--- src/rtl/seq_detect_sched.sv ---
// rtl/seq_detect_sched.sv - round-robin scheduler sharing one pair-detector FSM between two requesters
module seq_detect_sched #(
  parameter int WIDTH = 8,
  parameter int CW    = 4
) (
  input  logic             clk,
  input  logic             reset,
  input  logic [1:0]       req,
  input  logic [WIDTH-1:0] data0,
  input  logic [WIDTH-1:0] data1,
  output logic [1:0]       gnt,
  output logic             busy,
  output logic             det_clr,
  output logic             det_w,
  input  logic             det_z,
  output logic             done,
  output logic [CW-1:0]    result,
  output logic             result_id
);

  localparam int IW = (WIDTH > 2) ? $clog2(WIDTH) : 1;
  localparam logic [IW-1:0] LAST_IDX = IW'(WIDTH - 1);

  typedef enum logic [2:0] {S_IDLE, S_CLEAR, S_SHIFT, S_DRAIN, S_DONE} state_t;

  state_t           state;
  logic [WIDTH-1:0] sr;
  logic [CW-1:0]    count;
  logic [IW-1:0]    idx;
  logic             winner;
  logic             last;
  logic             pick;
  logic [CW-1:0]    z_inc;

  // On a tie the requester not served last wins; otherwise the lone requester.
  assign pick  = (req == 2'b11) ? ~last : req[1];
  assign z_inc = {{(CW-1){1'b0}}, det_z};

  always_ff @(posedge clk or negedge reset) begin
    if (!reset) begin
      state     <= S_IDLE;
      sr        <= '0;
      count     <= '0;
      idx       <= '0;
      winner    <= 1'b0;
      last      <= 1'b1;
      gnt       <= 2'b00;
      busy      <= 1'b0;
      det_clr   <= 1'b0;
      det_w     <= 1'b0;
      done      <= 1'b0;
      result    <= '0;
      result_id <= 1'b0;
    end else begin
      det_clr <= 1'b0;
      done    <= 1'b0;
      case (state)
        S_IDLE: begin
          if (|req) begin
            winner  <= pick;
            sr      <= pick ? data1 : data0;
            count   <= '0;
            gnt     <= pick ? 2'b10 : 2'b01;
            busy    <= 1'b1;
            det_clr <= 1'b1;
            det_w   <= 1'b0;
            state   <= S_CLEAR;
          end
        end
        S_CLEAR: begin
          det_w <= sr[WIDTH-1];
          sr    <= {sr[WIDTH-2:0], 1'b0};
          idx   <= '0;
          state <= S_SHIFT;
        end
        S_SHIFT: begin
          // After only one bit the detector cannot be asserting, so index 0 is skipped.
          if (idx != '0) count <= count + z_inc;
          if (idx == LAST_IDX) begin
            det_w <= 1'b0;
            state <= S_DRAIN;
          end else begin
            det_w <= sr[WIDTH-1];
            sr    <= {sr[WIDTH-2:0], 1'b0};
            idx   <= idx + IW'(1);
          end
        end
        S_DRAIN: begin
          result    <= count + z_inc;
          result_id <= winner;
          last      <= winner;
          done      <= 1'b1;
          state     <= S_DONE;
        end
        S_DONE: begin
          gnt   <= 2'b00;
          busy  <= 1'b0;
          state <= S_IDLE;
        end
        default: state <= S_IDLE;
      endcase
    end
  end

endmodule

--- config.mk ---
export PLATFORM = sky130hd
export DESIGN_NAME = seq_detect_sched
export DESIGN_NICKNAME = d
export VERILOG_FILES = /design/src/rtl/seq_detect_sched.sv
export SDC_FILE = /design/constraint.sdc
export NUM_CORES = 1
export LEC_CHECK = 0
export ABC_AREA = 1
export CELL_PAD_IN_SITES_DETAIL_PLACEMENT = 0
export CELL_PAD_IN_SITES_GLOBAL_PLACEMENT = 1
export CORE_ASPECT_RATIO = 0.6
export CORE_MARGIN = 5
export CORE_UTILIZATION = 25
export DETAILED_ROUTE_END_ITERATION = 10
export GPL_ROUTABILITY_DRIVEN = 0
export HOLD_SLACK_MARGIN = 0.05
export MAX_ROUTING_LAYER = met4
export PLACE_DENSITY = 0.58
export SLEW_MARGIN = 10
export SYNTH_ARGS = -nofsm -noshare
export SYNTH_HDL_FRONTEND = slang
export SYNTH_SLANG_ARGS = --single-unit
export TNS_END_PERCENT = 5
--- constraint.sdc ---
create_clock -name clk -period 1.8 [get_ports clk]
set_clock_uncertainty 0.05 [all_clocks]
set_input_delay 0.27 -clock clk [delete_from_list [all_inputs] [get_ports clk]]
set_output_delay 0.27 -clock clk [all_outputs]
set_load 0.01 [all_outputs]
==> summary.md, run 1 <==
| Metric | Value |
|---|---|
| Setup Fix Bufs, Post-CTS | 0 |
| FMAX | approximately 0.64 GHz |
| Synth area leader | dfrtp_1 |
| GRT overflow | 0 |
| Worst-path clk slew | 0.07 ns |
| Max VDD drop | 0.461 mV |
| Site row count | 22 |
| Root buf cell | clkbuf_8 |
| Warnings from Yosys | 0 |
| Mapped Area | between 1500 and 2000 sq um |
| # fillers | 662 |
| CORE AREA | about 6100 sq um |
| Htree depth | 2 |
| PD cells | between 1500 and 2000 nW/um^2 |
| Tcrit/Tclk final | between 80% and 90% |
| Rel. slew slack | a little over two thirds |
| Setup-failing EPs final | 0 |
| Vias | between 1000 and 1500 |
| Post-detail-place hpwl | approximately 3000 um |
| Layout area overhead | 31.8% |
| Final Max Slew Viols | 0 |
| Pleak | 1.06 nW |
| Synth Instances | around 200 |
| Input/output buffers | 31 |
| Routed WL | between 3000 and 4000 um |
| Setup TNS | 0 ns |
| Psw | about 1.3 mW |
| First-pass iteration count of the detailed router | 4 |
| Layout net count | between 200 and 300 |
| Routed vias/inst | about 4.1 |
| Hold_buf cts | 0 |
| Fin. Hold Viols | 0 |
| Reg power frac | between 30% and 40% |
| I/O pin count | 32 |
| # resized after CTS | 0 |
| CP max-delay cell | dfrtp_1 |
| TritonCTS buffer count | 5 |
| CP max FO | 9 |
| DIE AREA | around 8000 sq um |
| Global-route wire length before repair | 6730 um |
| Initial antenna violation count | 0 |
| Register area share after synthesis | 49.5% |
| Unrepaired setup endpoints after global routing | false |
| Status | complete, no violations |
| Syn avg cell area | between 8 and 9 sq um |
| Worst Setup Start Kind | flop |
| CP arrival | 1.74 ns |
| Fin crit period | roughly 1.6 ns |
| Die width | around 110 um |
| Tightest Pin Transition | around 0.45 ns |
| CP max stage delay | 0.41 ns |
| Crit-path cells | ha_1, ha_1, nand3_1, nand3_4, inv_2, nand2_1, nand2_1 |
| CTS Buffer Depth | 2 |
| Netlist cell types | 22 |
| DRC violations left | 0 |
| DR WL/cell | about 12 um |
| Clock Latency Late Sink | 0.28 ns |
| Area share of the largest cell type after synthesis | roughly 48% |
| Synth Register Bits | 31 |
| Net Count, Synth | 221 |
| Final WS setup | 0.229 ns |
| Req. time, crit path | 1.97 ns |
| Max_cap viols | 0 |
| Die H | ~71 um |
| Antenna fix cells | 0 |
| Largest net degree at the start of global routing | 32 |
| CP Capture Type | flop |
| Sink Count | 31 |
| Clk pwr share | between 10% and 20% |
| Comb pwr share | about 45% |
| Pre-CTS setup slack | between 0.06 and 0.07 ns |
| Internal | 1.89 mW |
| Final antenna-violating net count | 0 |
| Gr usage total | between 10 and 15% |
| Starting density of the core | between 20% and 30% |
| Critical path class | reg -> reg |
| CTS tree | done |
| Synth area leaders | dfrtp_1 48%, nand2_1 22%, nand3_1 7.3%, ha_1 4.0%, inv_1 2.9% |
| Sw frac | between 40% and 50% |
| DRT iter0 DRCs | just over 90 |
| Vias in the first global route | between 1000 and 1500 |
| Layout cell share with drive strength beyond 1 | between 10 and 15% |
| Hold/Removal Path Class | in -> async |
critical path: cells and delay by family (launching register included):
family	cells	cell delay [ns]
buffers and inverters	1	0.17
DFF	1	0.41
and+or+nand+nor	4	0.49
adders and majority gates	2	0.40
stage by stage:
stage,cell area (sq um),power (mW),std cells,utilization [%],hold slack [ns]
after detailed placement,1970,2.63,309,32.2,0.417
after floorplan,1570,2.14,195,-,-0.0756
after global routing,2070,3.54,317,33.8,0.378
after global placement,1970,2.64,309,32.2,0.416
after CTS,2070,3.26,317,33.8,0.348
final,2070,3.21,317,33.8,0.336
state kept, by name, indices dropped and copies added (netlist names):
register / flops
det_clr: 1
sr: 8
last: 1
busy: 1
det_w: 1
done: 1
result_id: 1
result: 4
gnt: 2
idx: 3
winner: 1
state: 3
count: 4
final cells by class:
| cell class | count | area (sq um) | share of cell area (%) |
|---|---|---|---|
| timing repair buffer | 35 | 340 | 16.5 |
| inverter | 16 | 60.1 | 2.90 |
| tap | 84 | 105 | 5.08 |
| sequential | 31 | 777 | 37.6 |
| clock buffer | 8 | 100 | 4.84 |
| multi-input combinational | 143 | 686 | 33.2 |
metal layers:
layer	vias up	global-route usage (%)	share of wire, %
met4	0	4.00	1.2
met3	5	3.29	4.2
li1	690	-	-
met5	-	-	0
met2	26	13.2	36
met1	574	17.0	58
layout by cell type, fill, tap and decap left out, drive strengths merged:
cell,instances
xor2,1
nand3,24
o21ai,9
dfrtp,30
nand2,95
inv,16
xnor2,1
ha,5
clkdlybuf4s50,31
dfstp,1
a21oi,2
and3,1
clkbuf,8
buf,4
nor2,5
power groups by stage:
stage	clock network (mW)	registers [mW]	logic (mW)
2_1_floorplan	0	1.17	0.972
3_3_place_gp	0	1.17	1.46
3_5_place_dp	0	1.17	1.46
4_1_cts	0.630	1.16	1.47
5_1_grt	0.668	1.20	1.68
6_report	0.611	1.16	1.43
synth_stat cells:
| library cell | n |
|---|---|
| nand2_2 | 5 |
| inv_2 | 4 |
| buf_2 | 1 |
| ha_1 | 5 |
| nand3_4 | 1 |
| nand3_1 | 23 |
| and3_1 | 1 |
| dfstp_2 | 1 |
| dfrtp_1 | 30 |
| nand2_1 | 90 |
| xor2_1 | 1 |
| xnor2_1 | 1 |
| o21ai_2 | 1 |
| buf_4 | 1 |
| nor2_4 | 2 |
| a21oi_1 | 2 |
| nor2_2 | 2 |
| inv_1 | 12 |
| o21ai_0 | 2 |
| o21ai_1 | 6 |
| buf_6 | 3 |
| nor2_1 | 1 |
worst paths after layout:
check	from	cells past startpoint	to	slack [ns]
setup / recovery	idx[0]$_DFFE_PN0P_	7	sr[2]$_DFFE_PN0P_	0.23
max in group asynchronous	reset	2	last$_DFFE_PN1P_	1.04
hold reg to reg	sr[6]$_DFFE_PN0P_	2	sr[6]$_DFFE_PN0P_	0.43
min in group clk	sr[6]$_DFFE_PN0P_	2	sr[6]$_DFFE_PN0P_	0.43
setup reg to reg	idx[0]$_DFFE_PN0P_	7	sr[2]$_DFFE_PN0P_	0.23
hold / removal	reset	2	sr[1]$_DFFE_PN0P_	0.34
cell families after synthesis:
group,Yosys count,share of synthesized area (%)
fa+ha+maj,5,3.99
xor+xnor,2,1.12
compound gates,11,3.75
simple gates,125,34.8
buf+inv,21,6.78
flops,31,49.5
No activity file was read; power rests on OpenSTA's default activity.
==> inputs of run 2 (changes only) <==
--- a/config.mk
+++ b/config.mk
@@ -16,6 +16,7 @@
 export HOLD_SLACK_MARGIN = 0.05
 export MAX_ROUTING_LAYER = met4
 export PLACE_DENSITY = 0.58
+export RECOVER_POWER = 50
 export SLEW_MARGIN = 10
 export SYNTH_ARGS = -nofsm -noshare
 export SYNTH_HDL_FRONTEND = slang
==> constraint.sdc (replaced) <==
create_clock -name clk -period 1.8 [get_ports clk]
set_clock_uncertainty 0.05 [all_clocks]
set_input_delay 0.45 -clock clk [delete_from_list [all_inputs] [get_ports clk]]
set_output_delay 0.45 -clock clk [all_outputs]
set_load 0.01 [all_outputs]
==> run 2 against run 1 <==
  * Fmax decreased by 7.0%
  * Critical path type is now reg -> out
  * Global-route usage decreased by 0.75 points
  * Total power increased by 3.0%
  * Highest routed layer unchanged
  * Sequential cell count unchanged
  * Routed wire length decreased by 5.4%
==> summary.md, run 2 (synthesis results as in run 1) <==
| Metric | Value |
|---|---|
| Starting density of the core | approximately a quarter |
| Setup-failing EPs final | 0 |
| Clock Latency Late Sink | roughly 0.28 ns |
| Commonest cells after routing, fill and taps aside | 91 x nand2_1, 30 x dfrtp_1, 29 x clkdlybuf4s50_1, 23 x nand3_1, 13 x inv_1 |
| Unrepaired setup endpoints after global routing | false |
| Die width | 112 um |
| Routed vias/inst | 4.14 |
| Tightest Pin Transition | around 0.77 ns |
| # resized after CTS | 0 |
| Max FFs per register | 8 |
| CTS Buffer Depth | 2 |
| GRT overflow | 0 |
| Htree depth | 2 |
| I/O pin count | 32 |
| CP arrival | approximately 1.2 ns |
| Fin. Hold Viols | 0 |
| Layout area overhead | 35.6% |
| Worst Setup Start Kind | flop |
| Most flops, register | sr |
| CP bufs+invs | 1 |
| TritonCTS buffer count | 5 |
| Largest net degree at the start of global routing | 32 |
| Crit-path cells | clkdlybuf4s50_1 |
| Non-Filler Instances | around 330 |
| Initial antenna violation count | 0 |
| DIE AREA | between 8000 and 9000 sq um |
| Critical path's top delay family | buffers and inverters |
| CP max-delay cell | clkdlybuf4s50_1 |
| Pleak | around 1.1 nW |
| DRC violations left | 0 |
| Die H | a little over 70 um |
| DRT iter0 DRCs | 38 |
| CP max stage delay | 0.54 ns |
| Final Max Slew Viols | 0 |
| Antenna fix cells | 0 |
| Vias in the first global route | 1246 |
| Rel. slew slack | 48.6% |
| Layout net count | 266 |
| CP max FO | 2 |
| # fillers | between 600 and 700 |
| Critical path class | reg -> out |
| Site row count | 22 |
| Req. time, crit path | 1.30 ns |
| Layout cell share with drive strength beyond 1 | approximately 14% |
| Post-detail-place hpwl | between 2000 and 3000 um |
| Input/output buffers | 31 |
| Hold/Removal Path Class | reg -> reg |
| Root buf cell | clkbuf_8 |
| Setup Fix Bufs, Post-CTS | 0 |
| Gr usage total | 10.4% |
| CP Capture Type | primary output |
| Vias | 1345 |
| Max_cap viols | 0 |
| DR WL/cell | 11.5 um |
| Status | complete, no violations |
| Sink Count | 31 |
| Hold_buf cts | 0 |
| Worst-path clk slew | 0.07 ns |
| Final antenna-violating net count | 0 |
| Commonest non-fill, non-tap cell in the layout | nand2_1 |
| Largest regs | sr x8, count x4, result x4 |
| Total power | between 3 and 4 mW |
| PD cells | ~1600 nW/um^2 |
| FMAX | 0.592 GHz |
| CORE AREA | about 6000 sq um |
| First-pass iteration count of the detailed router | 4 |
| Global-route wire length before repair | between 6000 and 7000 um |
| Routed WL | 3730 um |
| Max VDD drop | 0.470 mV |
| CTS tree | done |
| Placed Cells | approximately 320 |
| Fin crit period | 1.69 ns |
| Tcrit/Tclk final | between 90% and 100% |
-- run 2: report_power, final --
| part | internal, mW | leakage (nW) | total (mW) | switching, mW |
|---|---|---|---|---|
| Clock | 0.308 | 0.0482 | 0.563 | 0.255 |
| Combinational | 0.696 | 0.647 | 1.58 | 0.885 |
| Sequential | 0.977 | 0.399 | 1.16 | 0.179 |
-- run 2: per-layer routing --
layer  vias to the layer above  track usage (%)  wire [um]
met5                         -                -          0
met4                         0             3.20         42
met3                         5             3.29        174
met2                        29             12.4       1400
met1                       609             15.8       2120
li1                        702                -          -
-- run 2: worst paths after layout --
path / from / endpoint / slack [ns] / cells past startpoint
worst max-delay path: result[2]$_DFFE_PN0P_ / result[2] / 0.11 / 1
worst min-delay path: sr[3]$_DFFE_PN0P_ / sr[3]$_DFFE_PN0P_ / 0.43 / 2
worst max register to register: idx[0]$_DFFE_PN0P_ / sr[7]$_DFFE_PN0P_ / 0.27 / 7
worst min register to register: sr[3]$_DFFE_PN0P_ / sr[3]$_DFFE_PN0P_ / 0.43 / 2
max in group asynchronous: reset / state[0]$_DFFE_PN0P_ / 0.49 / 2
min in group asynchronous: reset / idx[1]$_DFFE_PN0P_ / 0.72 / 2
-- run 2: per-stage QoR --
stage | setup WS (ns) | instance area (sq um) | TNS [ns] | hold WS [ns] | utilization (%)
after floorplan | 0.431 | 1570 | 0 | 0.104 | -
after global placement | -0.0776 | 2050 | -0.503 | 0.413 | 33.6
after detailed placement | -0.0557 | 2050 | -0.355 | 0.416 | 33.6
after CTS | 0.0865 | 2140 | 0 | 0.434 | 35.1
after global routing | 0.0576 | 2130 | 0 | 0.460 | 34.8
final | 0.112 | 2130 | 0 | 0.430 | 34.8
-- run 2: final cells by class --
type | count | area (sq um) | share of cell area (%)
Sequential cell | 31 | 777 | 36.5
Tap cell | 84 | 105 | 4.94
Clock inverter | 1 | 5.00 | 0.235
Clock buffer | 7 | 86.3 | 4.06
Multi-Input combinational cell | 143 | 683 | 32.1
Timing Repair Buffer | 43 | 410 | 19.3
Inverter | 16 | 60.1 | 2.82
-- run 2: worst min-delay path, cell delays in order, from the launching register on --
cell	delay, ns
dfrtp_1	0.34
nand2_1	0.05
nand2_1	0.05
==> inputs of run 3 (changes only) <==
--- a/config.mk
+++ b/config.mk
@@ -5,17 +5,16 @@
 export SDC_FILE = /design/constraint.sdc
 export NUM_CORES = 1
 export LEC_CHECK = 0
-export ABC_AREA = 1
 export CELL_PAD_IN_SITES_DETAIL_PLACEMENT = 0
 export CELL_PAD_IN_SITES_GLOBAL_PLACEMENT = 1
 export CORE_ASPECT_RATIO = 0.6
 export CORE_MARGIN = 5
-export CORE_UTILIZATION = 25
+export CORE_UTILIZATION = 40
 export DETAILED_ROUTE_END_ITERATION = 10
 export GPL_ROUTABILITY_DRIVEN = 0
 export HOLD_SLACK_MARGIN = 0.05
 export MAX_ROUTING_LAYER = met4
-export PLACE_DENSITY = 0.58
+export PLACE_DENSITY = 0.8
 export RECOVER_POWER = 50
 export SLEW_MARGIN = 10
 export SYNTH_ARGS = -nofsm -noshare
==> run 3 against run 2 <==
  * Clock power rose by 26%
  * Core utilization up 22 points
  * Sequential power rose by 6%
  * Final cell count is 19% lower
  * Non-clock buffer count up 10
  * Die area shrank 30%
  * Area after synthesis grew 6.2%
  * Global-route usage increased by 7.4 points
  * Critical path type is now reg -> reg
  * Largest cell class is now multi-input gates
  * Largest power group unchanged
==> summary.md, run 3 <==
| Metric | Value |
|---|---|
| Clock Latency Late Sink | approximately 0.28 ns |
| Initial antenna violation count | 0 |
| DR WL/cell | between 15 and 20 um |
| GRT overflow | 0 |
| Starting density of the core | ~40% |
| GR Util met2 | between 20% and 30% |
| Synth area leader | dfrtp_1 |
| Netlist cell types | 40 |
| FMAX | approximately 0.56 GHz |
| Async S/R FF share, synth | between 90% and 100% |
| Final Max Slew Viols | 0 |
| DIE AREA | 5600 sq um |
| Synth Register Bits | 31 |
| Die H | roughly 60 um |
| Max VDD drop | around 0.74 mV |
| Setup-failing EPs final | 0 |
| Max FFs per register | 8 |
| Htree depth | 2 |
| Largest regs | sr x8, count x4, result x4 |
| Routed vias/inst | about 5.4 |
| Min-Delay Startpoint | result[3]$_DFFE_PN0P_ |
| CP max stage delay | between 0.4 and 0.5 ns |
| GR Util met1 | 24.5% |
| Pleak | 1.04 nW |
| Crit path capture | sr[1]$_DFFE_PN0P_ |
| Count of flip-flops with a built-in enable after synthesis | 0 |
| Synth Instances | 150 |
| Die width | around 93 um |
| Tcrit/Tclk final | between 90% and 100% |
| CP max FO | 8 |
| Layout cell share with drive strength beyond 1 | between 20% and 30% |
| Top cell types by occurrence after synthesis | 30 x dfrtp_1, 11 x nor2_1, 8 x and2_1, 8 x o31ai_1 |
| Sink Count | 31 |
| Fin crit period | 1.78 ns |
| Critical path class | reg -> reg |
| Top_reg_cell synth | dfrtp_1 |
| Post-detail-place hpwl | ~3200 um |
| Routed WL | between 4000 and 5000 um |
| Req. time, crit path | between 1.5 and 2 ns |
| TritonCTS buffer count | 5 |
| Layout net count | between 200 and 250 |
| Worst Setup Start Kind | flop |
| Antenna fix cells | 0 |
| I/O pin count | 32 |
| Final instance area | 2300 sq um |
| First-pass iteration count of the detailed router | 4 |
| Commonest cells after routing, fill and taps aside | 30 x dfrtp_1, 30 x clkdlybuf4s50_1, 20 x buf_4, 11 x nor2_1, 8 x and2_1 |
| CP max-delay cell | or3_4 |
| Area share of the largest cell type after synthesis | a little under half |
| Tightest Pin Transition | just under 0.8 ns |
| Most flops, register | sr |
| GRT met3 Usage | roughly 4.0% |
| DRT iter0 DRCs | between 90 and 100 |
| Hold_buf cts | 0 |
| Reg2Reg Setup Slack | 0.02 ns |
| R2r endpoint | sr[1]$_DFFE_PN0P_ |
| FF-to-FF Start | idx[0]$_DFFE_PN0P_ |
| DRC violations left | 0 |
| Vias | about 1400 |
| Final antenna-violating net count | 0 |
| Syn avg cell area | 11.1 sq um |
| Unrepaired setup endpoints after global routing | true |
| Register area share after synthesis | between 40 and 50% |
| Grt peak-use layer | met2 |
| Input/output buffers | 31 |
| PD cells | between 1500 and 2000 nW/um^2 |
| Setup crit start | idx[0]$_DFFE_PN0P_ |
| Worst-path clk slew | around 0.070 ns |
| Gr usage total | between 15 and 20% |
| Mapped Area | 1670 sq um |
| CP Capture Type | flop |
| R2r worst-path depth | 5 |
| CTS tree | done |
| Fin. Hold Viols | 0 |
| CORE AREA | approximately 4100 sq um |
| Net Count, Synth | around 180 |
| Hold Slack | between 0.4 and 0.5 ns |
| Synth area leaders | dfrtp_1 45%, o31ai_2 4.5%, a222oi_1 4.2%, ha_1 3.8%, a22o_1 3.7% |
| Max_cap viols | 0 |
| Crit-path cells | ha_1, ha_2, o21a_4, or3_4, o31ai_2 |
| Layout area overhead | 37.8% |
| Hold/Removal Path Class | reg -> reg |
| Largest net degree at the start of global routing | 32 |
| Vias in the first global route | 1465 |
| Most common cell in the netlist | dfrtp_1 |
| CP arrival | between 1.5 and 2 ns |
| Status | complete, no violations |
| Rel. slew slack | about 48% |
| Root buf cell | clkbuf_8 |
| Site row count | 18 |
| Warnings from Yosys | 0 |
| CTS Buffer Depth | 2 |
| Placed inst area | between 2000 and 2500 sq um |
| Global-route wire length before repair | about 7300 um |
| Hold path depth | 2 |
## run 3: how the worst min path moves through the flow
| stage | end | slack (ns) |
|---|---|---|
| final | result[3]$_DFFE_PN0P_ | 0.44 |
| after global routing | sr[4]$_DFFE_PN0P_ | 0.48 |
| after CTS | sr[0]$_DFFE_PN0P_ | 0.45 |
| after detailed placement | sr[0]$_DFFE_PN0P_ | 0.43 |
| after global placement | result[3]$_DFFE_PN0P_ | 0.41 |
| after floorplan | busy$_DFFE_PN0P_ | 0.10 |
## run 3: per-stage QoR
stage / util, % / cells / setup TNS (ns) / worst slack, ns / power, mW
after floorplan: - / 150 / 0 / 0.0218 / 2.51
after global placement: 53.5 / 254 / -3.68 / -0.315 / 3.16
after detailed placement: 53.5 / 254 / -4.43 / -0.328 / 3.25
after CTS: 56.7 / 262 / -0.00206 / -0.00206 / 4.01
after global routing: 56.4 / 262 / -0.317 / -0.0682 / 4.29
final: 56.4 / 262 / 0 / 0.0159 / 4.00
## run 3: final cells by class
class                      instances  area [sq um]
fill                             361          1780
multi-input combinational        104           835
clock inverter                     2          35.0
clock buffer                       6          82.6
sequential                        31           777
inverter                           6          22.5
tap                               60          75.1
timing repair buffer              53           470
## run 3: layer usage
metal,part of all wire [%],up-vias
met1,49,702
li1,-,669
met2,45,35
met4,1.1,0
met3,4.6,4
met5,0,-
## run 3: logic make-up (layout without fill, tap and decap cells)
family                     count (synthesis)  after routing  synth area share, %
adders and majority gates                  5              5                 3.75
muxes                                      7              7                 4.58
xor gates and xnor gates                   3              3                 1.58
buffers and inverters                     15             67                 4.35
and+or+nand+nor                           39             39                 13.1
AOI/OAI and AO/OA                         50             50                 26.0
DFF                                       31             31                 46.6
## run 3: report_power, final
group	switching, mW	leakage [nW]	internal, mW	total (mW)
logic	1.03	0.585	1.03	2.05
clock network	0.263	0.0612	0.448	0.711
registers	0.233	0.389	1.00	1.23
total	1.52	1.04	2.47	4.00
## run 3: repair_timing
item,4_1_cts,5_1_grt
setup endpoints to repair,8,11
resized for setup,3,1
buffers inserted,0,0
pin swaps,2,3
## run 3: worst max-delay path, delay by kind of cell, from the launching register on
kind	cells	cell delay, ns
AOI/OAI and AO/OA	2	0.46
adders and majority gates	2	0.39
DFF	1	0.38
and+or+nand+nor	1	0.41
